**src/rtl/pipe_pkg.sv**
```systemverilog
// Shared pipeline types for the decode-stage branch hazard logic.
// Holds the shadow stage tag layout and its well-known constants.
package pipe_pkg;

  localparam int REG_ADDR_BITS = 5;

  typedef struct packed {
    logic                     valid;
    logic                     we;
    logic                     load;
    logic [REG_ADDR_BITS-1:0] rd;
  } stage_tag_t;

  localparam stage_tag_t BUBBLE_TAG = '{valid: 1'b0, we: 1'b0, load: 1'b0, rd: '0};

  localparam logic [REG_ADDR_BITS-1:0] REG_ZERO = '0;

endpackage

```
**src/rtl/branch_hazard_unit_if.sv**
```systemverilog
// Decode-side bundle between the pipeline control and the branch hazard unit.
// The pipeline drives the s2 instruction fields; the unit returns selects and stall.
interface branch_hazard_unit_if #(
  parameter int REG_ADDR_BITS = 5,
  parameter int CNT_BITS      = 16
);

  logic                     hold;
  logic                     flush;
  logic                     id_valid;
  logic                     id_is_branch;
  logic [REG_ADDR_BITS-1:0] id_rs1;
  logic [REG_ADDR_BITS-1:0] id_rs2;
  logic [REG_ADDR_BITS-1:0] id_rd;
  logic                     id_reg_we;
  logic                     id_is_load;
  logic                     b_r1_fwd_s4;
  logic                     b_r2_fwd_s4;
  logic                     b_r1_fwd_s5;
  logic                     b_r2_fwd_s5;
  logic                     stall_s2;
  logic [CNT_BITS-1:0]      branch_stall_cnt;

  modport master (
    output hold, flush, id_valid, id_is_branch, id_rs1, id_rs2, id_rd,
           id_reg_we, id_is_load,
    input  b_r1_fwd_s4, b_r2_fwd_s4, b_r1_fwd_s5, b_r2_fwd_s5,
           stall_s2, branch_stall_cnt
  );

  modport slave (
    input  hold, flush, id_valid, id_is_branch, id_rs1, id_rs2, id_rd,
           id_reg_we, id_is_load,
    output b_r1_fwd_s4, b_r2_fwd_s4, b_r1_fwd_s5, b_r2_fwd_s5,
           stall_s2, branch_stall_cnt
  );

endinterface

```
**src/rtl/hazard_match.sv**
```systemverilog
// Compares one shadow stage tag against one source register address.
// Register zero is hard-wired and never counts as a producer.
module hazard_match
  import pipe_pkg::*;
(
  input  stage_tag_t               tag_i,
  input  logic [REG_ADDR_BITS-1:0] rs_i,
  output logic                     match_o
);

  // The load flag is consumed by the caller, not by the address match.
  logic unused_load;
  assign unused_load = tag_i.load;

  assign match_o = tag_i.valid & tag_i.we & (tag_i.rd == rs_i) & (rs_i != REG_ZERO);

endmodule

```
**src/rtl/branch_hazard_unit.sv**
```systemverilog
// Early-branch hazard/forwarding control for the decode stage.
// Shadows s3..s5 destinations and drives the branch comparator's forward selects.
module branch_hazard_unit #(
  parameter int REG_ADDR_BITS = 5,
  parameter int CNT_BITS      = 16
) (
  input  logic                 clk,
  input  logic                 rst_,
  branch_hazard_unit_if.slave  bus
);

  import pipe_pkg::*;

  function automatic logic [CNT_BITS-1:0] sat_inc(input logic [CNT_BITS-1:0] v);
    return (&v) ? v : v + 1'b1;
  endfunction

  stage_tag_t          s3_q, s4_q, s5_q;
  stage_tag_t          s3_d;
  logic [CNT_BITS-1:0] cnt_q, cnt_d;

  logic m3_r1, m3_r2, m4_r1, m4_r2, m5_r1, m5_r2;
  logic is_br, hazard, stall;

  hazard_match u_m3_r1 (.tag_i(s3_q), .rs_i(bus.id_rs1), .match_o(m3_r1));
  hazard_match u_m3_r2 (.tag_i(s3_q), .rs_i(bus.id_rs2), .match_o(m3_r2));
  hazard_match u_m4_r1 (.tag_i(s4_q), .rs_i(bus.id_rs1), .match_o(m4_r1));
  hazard_match u_m4_r2 (.tag_i(s4_q), .rs_i(bus.id_rs2), .match_o(m4_r2));
  hazard_match u_m5_r1 (.tag_i(s5_q), .rs_i(bus.id_rs1), .match_o(m5_r1));
  hazard_match u_m5_r2 (.tag_i(s5_q), .rs_i(bus.id_rs2), .match_o(m5_r2));

  // Anything in s3 is too late to forward; a load in s4 has no data yet.
  always_comb begin
    is_br  = bus.id_valid & bus.id_is_branch;
    hazard = m3_r1 | m3_r2 | ((m4_r1 | m4_r2) & s4_q.load);
    stall  = is_br & ~bus.flush & hazard;
  end

  always_comb begin
    s3_d = BUBBLE_TAG;
    if (!(stall | bus.flush | ~bus.id_valid)) begin
      s3_d = '{valid: 1'b1, we: bus.id_reg_we, load: bus.id_is_load, rd: bus.id_rd};
    end
    cnt_d = stall ? sat_inc(cnt_q) : cnt_q;
  end

  always_ff @(posedge clk) begin
    if (!rst_) begin
      s3_q  <= BUBBLE_TAG;
      s4_q  <= BUBBLE_TAG;
      s5_q  <= BUBBLE_TAG;
      cnt_q <= '0;
    end else if (!bus.hold) begin
      s5_q  <= s4_q;
      s4_q  <= s3_q;
      s3_q  <= s3_d;
      cnt_q <= cnt_d;
    end
  end

  assign bus.b_r1_fwd_s4      = is_br & m4_r1 & ~s4_q.load;
  assign bus.b_r2_fwd_s4      = is_br & m4_r2 & ~s4_q.load;
  assign bus.b_r1_fwd_s5      = is_br & m5_r1;
  assign bus.b_r2_fwd_s5      = is_br & m5_r2;
  assign bus.stall_s2         = stall;
  assign bus.branch_stall_cnt = cnt_q;

endmodule

```
**src/flat_wrapper.sv**
```systemverilog
// flat-port wrapper written by rule: the top's interface ports become plain ports
module branch_hazard_unit_flat import pipe_pkg::*;
#(
  parameter int REG_ADDR_BITS = 5,
  parameter int CNT_BITS      = 16
)
  (clk, rst_, bus_hold, bus_flush, bus_id_valid, bus_id_is_branch, bus_id_rs1, bus_id_rs2, bus_id_rd, bus_id_reg_we, bus_id_is_load, bus_b_r1_fwd_s4, bus_b_r2_fwd_s4, bus_b_r1_fwd_s5, bus_b_r2_fwd_s5, bus_stall_s2, bus_branch_stall_cnt);
  branch_hazard_unit_if #(.REG_ADDR_BITS(REG_ADDR_BITS), .CNT_BITS(CNT_BITS)) bus_i ();
  input  logic clk;
  input  logic rst_;
  input wire logic [$bits(bus_i.hold)-1:0] bus_hold;
  input wire logic [$bits(bus_i.flush)-1:0] bus_flush;
  input wire logic [$bits(bus_i.id_valid)-1:0] bus_id_valid;
  input wire logic [$bits(bus_i.id_is_branch)-1:0] bus_id_is_branch;
  input wire logic [$bits(bus_i.id_rs1)-1:0] bus_id_rs1;
  input wire logic [$bits(bus_i.id_rs2)-1:0] bus_id_rs2;
  input wire logic [$bits(bus_i.id_rd)-1:0] bus_id_rd;
  input wire logic [$bits(bus_i.id_reg_we)-1:0] bus_id_reg_we;
  input wire logic [$bits(bus_i.id_is_load)-1:0] bus_id_is_load;
  output wire logic [$bits(bus_i.b_r1_fwd_s4)-1:0] bus_b_r1_fwd_s4;
  output wire logic [$bits(bus_i.b_r2_fwd_s4)-1:0] bus_b_r2_fwd_s4;
  output wire logic [$bits(bus_i.b_r1_fwd_s5)-1:0] bus_b_r1_fwd_s5;
  output wire logic [$bits(bus_i.b_r2_fwd_s5)-1:0] bus_b_r2_fwd_s5;
  output wire logic [$bits(bus_i.stall_s2)-1:0] bus_stall_s2;
  output wire logic [$bits(bus_i.branch_stall_cnt)-1:0] bus_branch_stall_cnt;
  assign bus_i.hold = bus_hold;
  assign bus_i.flush = bus_flush;
  assign bus_i.id_valid = bus_id_valid;
  assign bus_i.id_is_branch = bus_id_is_branch;
  assign bus_i.id_rs1 = bus_id_rs1;
  assign bus_i.id_rs2 = bus_id_rs2;
  assign bus_i.id_rd = bus_id_rd;
  assign bus_i.id_reg_we = bus_id_reg_we;
  assign bus_i.id_is_load = bus_id_is_load;
  assign bus_b_r1_fwd_s4 = bus_i.b_r1_fwd_s4;
  assign bus_b_r2_fwd_s4 = bus_i.b_r2_fwd_s4;
  assign bus_b_r1_fwd_s5 = bus_i.b_r1_fwd_s5;
  assign bus_b_r2_fwd_s5 = bus_i.b_r2_fwd_s5;
  assign bus_stall_s2 = bus_i.stall_s2;
  assign bus_branch_stall_cnt = bus_i.branch_stall_cnt;
  branch_hazard_unit #(.REG_ADDR_BITS(REG_ADDR_BITS), .CNT_BITS(CNT_BITS)) u_core (.clk(clk), .rst_(rst_), .bus(bus_i));
endmodule
```
**config.mk**
```make
export PLATFORM = sky130hd
export DESIGN_NAME = branch_hazard_unit_flat
export DESIGN_NICKNAME = d
export VERILOG_FILES = /design/src/rtl/pipe_pkg.sv /design/src/rtl/branch_hazard_unit_if.sv /design/src/rtl/hazard_match.sv /design/src/rtl/branch_hazard_unit.sv /design/src/flat_wrapper.sv
export SDC_FILE = /design/constraint.sdc
export NUM_CORES = 1
export LEC_CHECK = 0
export ABC_AREA = 1
export CORE_MARGIN = 4
export CORE_UTILIZATION = 29
export DETAILED_ROUTE_END_ITERATION = 10
export HOLD_SLACK_MARGIN = 0.02
export PLACE_DENSITY = 0.55
export SYNTH_ARGS = -nofsm -noshare
export SYNTH_HDL_FRONTEND = slang
export SYNTH_HIERARCHICAL = 1
export SYNTH_SLANG_ARGS = --single-unit
```
**constraint.sdc**
```tcl
create_clock -name clk -period 1.8 [get_ports clk]
set_input_delay 0.36 -clock clk [delete_from_list [all_inputs] [get_ports clk]]
set_output_delay 0.36 -clock clk [all_outputs]
set_load 0.03 [all_outputs]
```
==> impl_metrics.yaml <==
run_status:
  status: "finished, violations left"
  failed_checks: "setup timing"
die:
  die_area_um2: 11340
  die_h_um: 106.5
  core-area_um2: 9328
  pin_count: 44
  start_util_pct: 30.17
  row_count: 35
  die_x_um: 106.5
grt:
  grt_pass1_vias: 2665
  grt_max_degree: 24
  overflow: 0
  antenna_found_initial: 0
  gr-usage-all-layers_pct: 13.76
  grt_pass1_wl_mm: 12.67
pwr:
  leakagePower_nw: 1.874
  worst_ir_drop_vdd_uv: 262.6
  p_total_mw: 1.979
  p_per_area_nw_per_um2: 524.1
route:
  remaining_drc_errors: 0
  ant_nets: 0
  dr.pass1.iters: 4
  vias: 2929
  drtIter0Drc: 102
  wl_mm: 7.588
  routedWlPerCell_um: 11.14
  vias_per_cell: 4.301
finish:
  fin_area_um2: 3776
  finalNonFillerCells: 681
  drive_above_1_share_pct: 28.26
  n_antenna_cell: 0
  syn2layout_area_growth_pct: 34.19
  nNetsFinal: 575
  utilization_pct: 40.48
timing:
  worst_slack_ps: -198.1
  rsz0062_at_grt: "true"
  worst_pin_slew_ps: 450.0
  max_clock_freq_mhz: 500.5
  drv_slew: 0
  setup_viol: 4
  max_slew_margin_pct: 69.97
  hold_viol: 0
  min_period_ps: 1998
  clock_skew_ps: 18.62
  period_share_pct: 111.0
yosys:
  postSynthNetCount: 509
  synth.cell_area_um2: 2814
  avgSynthCellArea_um2: 5.802
  syn-instance-count: 485
  yosys_warnings: 6
placement:
  dp_cells: 670
  place_congestion: 0.8692
  dp.final_hpwl_mm: 5.776
  placement.io_buffers: 43
  dpl_cell_area_um2: 3523
clock_tree:
  clkSlewWorstSetupHoldPaths_ps: 90
  clockBufferDepth: 2
  clk_latency_ps: 300
  clock-root-buffer: "clkbuf_8"
  cts_buffers: 5
  cts_tree: "yes"
  cts_sinks: 39
  h-tree-depth: 2
  hold_buffers: 0
flow_run:
  maxCapViolCount: 0
setup_path:
  cp-start-kind: "flip-flop"
  endpoint_kind: "output pin"
  critical_path_required_ps: 1440
  path_max_fanout: 7
  critPathKind: "flip-flop to output pin"
  arrival_ps: 1640
worst_hold_path:
  hold_class: "flip-flop to flip-flop"
[through the flow]
| step | TNS (ps) | hold slack [ps] | setup slack (ps) |
|---|---|---|---|
| 4_1_cts | -597.2 | 481.9 | -197.0 |
| 2_1_floorplan | 0 | 441.8 | 9.759 |
| 3_3_place_gp | -14150 | 457.1 | -555.3 |
| 5_1_grt | -3163 | 528.7 | -295.2 |
| 3_5_place_dp | -15160 | 468.0 | -595.2 |
| 6_report | -588.0 | 483.3 | -198.1 |
[power by group]
part / switching, mW / internal [mW] / leakage [nW]
sequential: 0.0328 / 0.883 / 0.325
combinational: 0.178 / 0.135 / 1.49
clock: 0.337 / 0.413 / 0.0581
[state kept, by name (all words and copies together) (netlist names)]
name                         cells
u_core/s5_q                      7
u_core/s4_q                      8
u_core/bus.branch_stall_cnt     16
u_core/s3_q                      8
[worst max-delay path, cell delays in order (launching register included)]
cell and delay, ps:
dfxtp_4 390, inv_1 50, nand2_1 50, nand2_1 60, nor2_2 130, nand3_2 110, nor2_4 130, o21ai_2 90
a21oi_4 190, buf_6 150
[final cells by class]
| cell class | instances | area [µm²] |
|---|---|---|
| multi-input combinational | 348 | 1749 |
| tap | 129 | 161.4 |
| fill | 1004 | 5552 |
| clock inverter | 3 | 43.79 |
| inverter | 87 | 329.1 |
| sequential | 39 | 815.8 |
| clock buffer | 5 | 68.82 |
| timing repair buffer | 70 | 608.1 |
[worst paths after layout]
path	end	cells after the start	start	slack, ps
setup / recovery	bus_stall_s2	9	u_core/s4_q[1]	-200
hold / removal	u_core/s3_q[5]	2	u_core/s3_q[5]	480
setup reg to reg	u_core/bus.branch_stall_cnt[9]	14	u_core/s4_q[1]	-50
hold reg to reg	u_core/s3_q[5]	2	u_core/s3_q[5]	480
[metal layers]
layer,GRT usage (%),vias to the layer above,wire length (µm)
met5,0,-,0
met4,3.288,0,104
met3,2.307,7,370
met2,22.85,58,3547
met1,18.62,1285,3566
li1,-,1579,-
[cell usage in the layout, fill, tap and decap left out, types with 5 or more instances in the layout]
master	instances
buf_2	6
o21ai_0	15
dfxtp_2	7
nand3_1	24
clkdlybuf4s50_1	15
dfxtp_4	7
a21oi_1	17
clkbuf_8	5
dlymetal6s2s_1	7
inv_1	62
dfxtp_1	25
nor2_2	23
nor2_4	10
nand2_2	15
buf_4	28
nor2_1	76
inv_2	20
dlygate4sd2_1	7
nand3_2	9
nand2_1	137
[repair_timing]
item,in CTS,in global routing
setup endpoints to repair,35,36
resized for setup,52,52
pin swaps,2,17
buffers inserted,2,0
cloned,1,0
(Power assumes the default switching activity.)
